`src/rtl/csc_dec_dbg_pkg.sv`:
```
// Shared definitions for the csc_dec debug stages: FSM encoding, detection
// counter width and report record layout.
package csc_dec_dbg_pkg;

  typedef enum logic [1:0] {
    IDLE   = 2'd0,
    ARMED  = 2'd1,
    REPORT = 2'd2,
    HOLD   = 2'd3
  } dl_state_e;

  localparam int DL_COUNT_W = 8;

  // Report record: {mon_id, timestamp}, timestamp in the low bits.
  localparam int RPT_TS_LSB = 0;

  function automatic int rpt_id_lsb(input int ts_w);
    return ts_w;
  endfunction

  function automatic int rpt_w(input int id_w, input int ts_w);
    return id_w + ts_w;
  endfunction

endpackage

```
`src/rtl/csc_dec_dbg_prio_enc.sv`:
```
// Lowest-index priority encoder: returns the index of the lowest set bit,
// 0 when no bit is set.
module csc_dec_dbg_prio_enc #(
  parameter int NUM_MON = 4,
  parameter int ID_W    = 4
) (
  input  logic [NUM_MON-1:0] blk,
  output logic [ID_W-1:0]    id
);

  // Scan from the top so the lowest set bit is the last one written.
  always_comb begin
    id = '0;
    for (int i = NUM_MON - 1; i >= 0; i--) begin
      if (blk[i]) id = ID_W'(i);
    end
  end

endmodule

```
`src/rtl/csc_dec_hls_deadlock_report_unit.sv`:
```
// Deadlock report unit: qualifies monitor block flags over a persistence
// window, latches the first offender plus a timestamp, pulses irq and hands
// a record to the debug logger over valid/ready.
module csc_dec_hls_deadlock_report_unit
  import csc_dec_dbg_pkg::*;
#(
  parameter int NUM_MON  = 4,
  parameter int THRESH_W = 16,
  parameter int TS_W     = 32,
  parameter int ID_W     = 4
) (
  input  logic                  clock,
  input  logic                  reset_n,
  input  logic                  enable,
  input  logic [NUM_MON-1:0]    mon_block,
  input  logic [THRESH_W-1:0]   cfg_thresh,
  input  logic                  clr,
  output logic                  irq,
  output logic                  dl_detect,
  output logic [ID_W-1:0]       dl_mon_id,
  output logic [TS_W-1:0]       dl_timestamp,
  output logic [DL_COUNT_W-1:0] dl_count,
  output logic                  report_valid,
  input  logic                  report_ready,
  output logic [ID_W+TS_W-1:0]  report_data
);

  dl_state_e           state;
  logic [TS_W-1:0]     ts;
  logic [THRESH_W-1:0] cnt;
  logic [THRESH_W-1:0] thr;
  logic [ID_W-1:0]     low_id;
  logic                any_blk;
  logic                hit;

  assign any_blk = |mon_block;
  assign thr     = (cfg_thresh == '0) ? THRESH_W'(1) : cfg_thresh;
  // >= rather than == so that lowering cfg_thresh below the running count
  // fires at once instead of letting cnt run on towards overflow.
  assign hit     = any_blk && (cnt >= thr - THRESH_W'(1));

  csc_dec_dbg_prio_enc #(
    .NUM_MON (NUM_MON),
    .ID_W    (ID_W)
  ) u_prio (
    .blk (mon_block),
    .id  (low_id)
  );

  // Free-running cycle timestamp.
  always_ff @(posedge clock or negedge reset_n) begin
    if (!reset_n) ts <= '0;
    else          ts <= ts + TS_W'(1);
  end

  // Detection FSM with persistence counter, capture registers and handshake.
  always_ff @(posedge clock or negedge reset_n) begin
    if (!reset_n) begin
      state        <= IDLE;
      cnt          <= '0;
      irq          <= 1'b0;
      dl_detect    <= 1'b0;
      dl_mon_id    <= '0;
      dl_timestamp <= '0;
      dl_count     <= '0;
      report_valid <= 1'b0;
    end else begin
      irq <= 1'b0;
      case (state)
        IDLE: begin
          cnt <= '0;
          if (enable) state <= ARMED;
        end
        ARMED: begin
          if (!enable) begin
            state <= IDLE;
            cnt   <= '0;
          end else if (hit) begin
            state        <= REPORT;
            cnt          <= '0;
            irq          <= 1'b1;
            dl_detect    <= 1'b1;
            dl_mon_id    <= low_id;
            dl_timestamp <= ts;
            report_valid <= 1'b1;
            if (dl_count != '1) dl_count <= dl_count + DL_COUNT_W'(1);
          end else if (any_blk) begin
            cnt <= cnt + THRESH_W'(1);
          end else begin
            cnt <= '0;
          end
        end
        REPORT: begin
          // enable, clr and mon_block are deliberately ignored here.
          if (report_ready) begin
            report_valid <= 1'b0;
            state        <= HOLD;
          end
        end
        HOLD: begin
          if (clr) begin
            dl_detect    <= 1'b0;
            dl_mon_id    <= '0;
            dl_timestamp <= '0;
            cnt          <= '0;
            state        <= enable ? ARMED : IDLE;
          end
        end
        default: state <= IDLE;
      endcase
    end
  end

  assign report_data = {dl_mon_id, dl_timestamp};

endmodule
```
`config.mk`:
```
export PLATFORM = sky130hd
export DESIGN_NAME = csc_dec_hls_deadlock_report_unit
export DESIGN_NICKNAME = d
export VERILOG_FILES = /design/src/rtl/csc_dec_dbg_pkg.sv /design/src/rtl/csc_dec_dbg_prio_enc.sv /design/src/rtl/csc_dec_hls_deadlock_report_unit.sv
export SDC_FILE = /design/constraint.sdc
export NUM_CORES = 1
export LEC_CHECK = 0
export ABC_AREA = 0
export BUFFER_PORTS_ARGS = -buffer_cell sky130_fd_sc_hd__buf_2
export CAP_MARGIN = 20
export CORE_AREA = 2 2 98 100
export CTS_CLUSTER_SIZE = 10
export DETAILED_ROUTE_END_ITERATION = 10
export DIE_AREA = 0 0 100 102
export PLACE_DENSITY_LB_ADDON = 0.12
export SLEW_MARGIN = 20
export SYNTH_ARGS = -nofsm -noshare
export SYNTH_HDL_FRONTEND = slang
export SYNTH_SLANG_ARGS = --single-unit
```
`constraint.sdc`:
```
create_clock -name clock -period 2.8 [get_ports clock]
set_input_delay 0 -clock clock [delete_from_list [all_inputs] [get_ports clock]]
set_output_delay 0 -clock clock [all_outputs]
set_load 0.01 [all_outputs]
```
Word-level counts from Yosys, hierarchy flattened
Cells that the tools add are included.

operators by class
  $lt $le $gt $ge = 1
  multiplexer cells = 34
  reduce and logical (&&, ||, !) cells = 12
  add/sub/neg operators = 4
  eq/ne operators = 10

operator list
  kind                   count
  $mux 32                3
  $mux 16                5
  $pmux 32 s2            1
  $pmux 16 s3            1
  $add 32x1->32 const B  1
  $mux 2                 9
  $add 16x1->16 const B  1
  $ge 16x16->1           1
  $logic_not 16->1       1
  $reduce_and 4->1       4
  $sub 16x1->16 const B  1
  $mux 4                 3
  $ne 2x2->1 const B     5
  $add 8x1->8 const B    1
  $mux 1                 8
  $ne 8x8->1 const B     1
  $pmux 2 s4             1
  $pmux 4 s2             1
  $eq 2x2->1 const B     2
  $pmux 1 s2             2
  $reduce_bool 2->1      2
  $reduce_or 4->1        1
  $ne 3x3->1 const B     1
  $reduce_bool 3->1      1
  4 further kinds        4

storage, ports and cells
  register bits after elaboration = 97
  input bits = 25

Logic depth before layout (Yosys ltp)
  depth in word-level cells = 8
  gate-level depth with buffers = 20
  gate-level depth less buffers = 17

Cells and area by module
A second synthesis with hierarchy kept.

second synthesis, totals
  cell total of the unflattened synthesis = 545
  area total of the unflattened synthesis = 5195.0 um2

modules (own cells, without submodules)
  module                            times used  cells an instance  area each (um2)  seq. area each (um2)
  csc_dec_hls_deadlock_report_unit  1           537                5148.7           2427.3
  csc_dec_dbg_prio_enc              1           8                  46.3             0.0

Least setup slack after synthesis
Ideal clock, no wire load.

  path type = input to register
  start point = input port cfg_thresh[2]
  end point = register dl_timestamp[12]
  data required time = 2734 ps
  cell stages on the path = 20
  slack = -1228 ps
  arrival = 3961 ps
  path buffers = 3
  cell sequence = or3_4 -> or4_4 -> or4_4 -> nor2b_2 -> nor2_1 -> ha_1 -> nand2_1 -> or4_1 -> nor3_1 -> xnor2_1 -> ha_1 -> nand4_1 -> nor3_1 -> nor4b_2 -> nor3_1 -> buf_4 -> nor2_1 -> buf_2 -> buf_2 -> a22o_1

between the ends
  longest elaborated chain between the ends = 7

RTL lines
  item                            RTL line                                RTL
  start, declared                 csc_dec_hls_deadlock_report_unit.sv:16  input logic [THRESH_W-1:0] cfg_thresh,
  $logic_not 16->1                csc_dec_hls_deadlock_report_unit.sv:37  assign thr = (cfg_thresh == '0) ? THRESH_W'(1) : cfg_thresh;
  $mux 16 (*)                     csc_dec_hls_deadlock_report_unit.sv:37
  $sub 16x1->16 (*)               csc_dec_hls_deadlock_report_unit.sv:40  assign hit = any_blk && (cnt >= thr - THRESH_W'(1));
  $ge 16x16->1 (*)                csc_dec_hls_deadlock_report_unit.sv:40
  $logic_and 1x1->1 (*)           csc_dec_hls_deadlock_report_unit.sv:40
  $ne 2x2->1 (no line) (*)        --
  $reduce_and 4->1 (no line) (*)  --
  end signal, assigned            csc_dec_hls_deadlock_report_unit.sv:84  dl_timestamp <= ts;
  end, declared                   csc_dec_hls_deadlock_report_unit.sv:21  output logic [TS_W-1:0] dl_timestamp,

Mark *: on every way between the ends. The rest lies on a longest branch, timed or not.
A chain may end at the register's enable or synchronous reset.

Worst setup path after layout
  start point = input port cfg_thresh[2]
  end point = register dl_count[1]

between the ends
  longest elaborated chain between the ends = 6

RTL lines
  item                            RTL line                                RTL
  $logic_not 16->1                csc_dec_hls_deadlock_report_unit.sv:37
  $mux 16 (*)                     csc_dec_hls_deadlock_report_unit.sv:37
  $sub 16x1->16 (*)               csc_dec_hls_deadlock_report_unit.sv:40
  $ge 16x16->1 (*)                csc_dec_hls_deadlock_report_unit.sv:40
  $logic_and 1x1->1 (*)           csc_dec_hls_deadlock_report_unit.sv:40
  $reduce_and 4->1 (no line) (*)  --
  end signal, assigned            csc_dec_hls_deadlock_report_unit.sv:86  if (dl_count != '1) dl_count <= dl_count + DL_COUNT_W'(1);
  end, declared                   csc_dec_hls_deadlock_report_unit.sv:22  output logic [DL_COUNT_W-1:0] dl_count,

Marked as above.

==> impl_metrics.ini <==
[die]
die_height_um = 102
start_util_pct = 54.0
die-width_um = 100
core_sq_um = 9110
die_area_sq_um = 10200
pin_count = 108
rows = 35

[clocking]
max-clock-path-buffers = 2
cts_buffers = 9
root_buffer = clkbuf_8
post-cts-setup-buffers = 0
clkTransAtPathRegs_ns = 0.11
cts_tree = built
htree_levels = 3
insertion_delay_ns = 0.37
cts.sinks = 95

[yosys]
synthFlopType = dfrtp_1
synth_area_sq_um = 4920
synth_edf_count = 0
yosysWarningCount = 0
avgSynthCellArea_sq_um = 10.5
synth_seq_cells = 95
netlist_instances = 471
async_flop_share_pct = 100
ys_types = 49
ys_seq_area_share_pct = 48.3

[power]
power.density_nw_per_um2 = 408
p_leak_nw = 3.16
ir_drop_mv = 0.244
power_mw = 2.50

[run_status]
failed_checks = negative setup slack
status = finished, violations left

[worst_setup_path]
critPathBufInv = 2
end_kind = register
crit_type = input port to register
cp_top_family = simple AND/OR/NAND/NOR gates
cp_slowest_stage_delay_ns = 0.45
cp_cell_sequence = buf_6, or3_4, or4_4, or4_4, nor2b_4, nor2_2, ha_2, nand2_2, or4_4, nor3_2, xnor2_1, ha_1, nand4_1, nor3_1, a211o_1, nor3_4, buf_6, nor2_4, mux2_4
cp.required_ns = 3.05
worst_setup_path_start_kind = input port
cp.arrival_ns = 3.73
critPathMaxFanout = 5
slowest_stage = or4_4
path_common_cell = or4_4

[place]
dpl.cell_count = 680
place_area_sq_um = 5650
dp_hpwl_mm = 7.31
io_buffers = 103
gp_congestion = 0.798

[detailed_routing]
wl_per_cell_um = 14.7
ant_nets = 0
vias = 3859
vias_per_cell = 5.50
routed_wl_mm = 10.3
drt_iter0_markers = 176
drc = 0
firstDrtPassIters = 4

[timing]
worst_pin_slew_ns = 1.06
setup_viol = 63
totalNegativeSetupSlack_ns = -38.51
fin_crit_sh_pct = 124
period_needed_ns = 3.48
finClkSkew_ns = 0.0191
setup_ws_ns = -0.681
final-hold-violation-count = 0
max_slew_margin_pct = 28.9
rsz0062_at_grt = yes
finalMaxSlewViolations = 0
fmax_ghz = 0.287

[final_layout]
fillers = 690
n_antenna_cell = 0
instances_no_fill = 702
utilization_pct = 67.2
final_area_sq_um = 6120
num-nets-final = 631
area.growth.synth_to_final_pct = 24.3
layout-drive-gt1-share_pct = 34.5

[global_route]
grt-ovfl-total = 0
grt_max_degree = 43
antenna_found_initial = 0
grt_use_total_pct = 21.1
grt_pass1_wl_mm = 17.4
grt_pass1_vias = 3774

[flow_run]
drv_cap = 0

[min_path]
hp-class = input port to register
-- through the flow --
stage	setup WS, ns	hold slack [ns]
global route	-0.864	0.0775
floorplan	-0.959	-0.296
global placement	-1.13	0.00981
finish	-0.681	0.0337
CTS	-0.665	0.0201
detailed placement	-1.23	0.0139
-- worst register-to-register path, delay by kind of cell, from the launching register on --
kind / cells / cell delay, ns
simple gates: 4 / 0.55
compound gates: 1 / 0.39
flops: 1 / 0.51
buf+inv: 3 / 0.47
fa+ha+maj: 1 / 0.28
mux: 1 / 0.33
-- cells in the mapped netlist (all sizes together), types with 2 or more instances --
cell | number | area share [%]
dfrtp | 95 | 48
nand2 | 50 | 3.8
buf | 46 | 6.7
a22o | 36 | 6.4
xnor2 | 31 | 5.5
nand3 | 23 | 2.3
nor2 | 22 | 1.7
ha | 20 | 5.1
xor2 | 19 | 3.4
nor3 | 15 | 1.5
a21oi | 11 | 1.1
nand4 | 11 | 1.4
o21ai | 10 | 1.0
inv | 9 | 0.69
nor4 | 8 | 1.3
and3 | 7 | 0.89
nor2b | 7 | 0.94
a21o | 6 | 0.94
clkbuf | 5 | 0.38
o311ai | 5 | 0.89
and2 | 4 | 0.51
and4 | 4 | 0.71
or4 | 4 | 0.76
nand2b | 3 | 0.38
nor3b | 2 | 0.30
nor4b | 2 | 0.48
o21a | 2 | 0.30
or2 | 2 | 0.25
or3 | 2 | 0.36
-- metal layers --
metal | share of wire (%) | track usage, % | up-vias
li1 | - | - | 1861
met2 | 49 | 37.0 | 79
met3 | 3.1 | 3.69 | 9
met5 | 0 | 0 | -
met4 | 1.0 | 5.06 | 0
met1 | 47 | 27.6 | 1910
-- final timing paths --
path	start	slack [ns]	cells after the start	end
max reg2reg	cnt[0]$_DFFE_PN0P_	0.18	10	dl_count[1]$_DFFE_PN0P_
max	cfg_thresh[2]	-0.68	19	dl_count[1]$_DFFE_PN0P_
min	mon_block[3]	0.03	4	dl_mon_id[0]$_DFFE_PN0P_
min reg2reg	ts[0]$_DFF_PN0_	0.48	1	ts[0]$_DFF_PN0_
min in group asynchronous	reset_n	0.15	2	dl_timestamp[23]$_DFFE_PN0P_
max in group asynchronous	reset_n	1.84	3	cnt[8]$_DFFE_PN0P_
-- timing repair --
item                                    4_1_cts  5_1_grt
resized for setup                            35        7
hold buffers                                  5        0
endpoints found under the hold margin        44        0
endpoints found under the setup margin       63       63
pin swaps                                    15        4
gates cloned                                  1        0
-- layout by cell type (no fill, tap or decap), types with 4 or more instances in the layout --
master,synthesis,layout
conb_1,1,4
and3_1,7,7
buf_4,39,37
a21o_1,5,5
xor2_1,19,19
nor4_1,7,4
inv_1,9,9
nor2b_1,6,6
nor2_1,22,19
buf_6,0,8
dlygate4sd3_1,0,5
nand4_1,11,11
o311ai_2,0,5
buf_2,7,100
ha_1,20,19
nor3_1,15,12
nand3_1,23,19
a21oi_1,11,7
dfrtp_1,95,95
nand2_1,50,48
nand3_2,0,4
a22o_1,36,36
clkbuf_8,0,9
xnor2_1,31,31
a21oi_2,0,4
and4_1,4,4
o21ai_1,1,6
-- state kept, by name, indices dropped and copies added, names as in the netlist, named ones only --
signal / flops
report_valid: 1
state: 1
dl_timestamp: 32
cnt: 16
irq: 1
dl_detect: 1
ts: 32
dl_mon_id: 2
dl_count: 8
-- logic make-up (layout without fill, tap and decap cells) --
logic type | after synthesis | after routing | share of synthesized area, %
AND/OR/NAND/NOR | 167 | 167 | 17.8
flip-flops | 95 | 95 | 48.3
AO/OA/AOI/OAI | 76 | 76 | 11.7
buffers and inverters | 60 | 177 | 7.73
XOR/XNOR | 50 | 50 | 8.90
adder cells (fa/ha/maj) | 20 | 20 | 5.08
multiplexers | 2 | 2 | 0.432
other | 1 | 4 | 0.0762
-- where the power goes --
| part | total (mW) | switching (mW) | internal [mW] |
|---|---|---|---|
| clock | 0.946 | 0.515 | 0.432 |
| combinational | 0.173 | 0.0945 | 0.0790 |
| sequential | 1.38 | 0.00399 | 1.37 |
-- layout make-up --
cell class	count	area, sq um	share of cell area [%]
Multi-Input combinational cell	319	2400	39.3
Sequential cell	95	2380	38.8
Timing Repair Buffer	152	958	15.7
Tap cell	111	139	2.27
Clock buffer	9	124	2.02
Clock inverter	7	85.1	1.39
Inverter	9	33.8	0.552
Note: power is estimated with default switching activity, not from simulation.
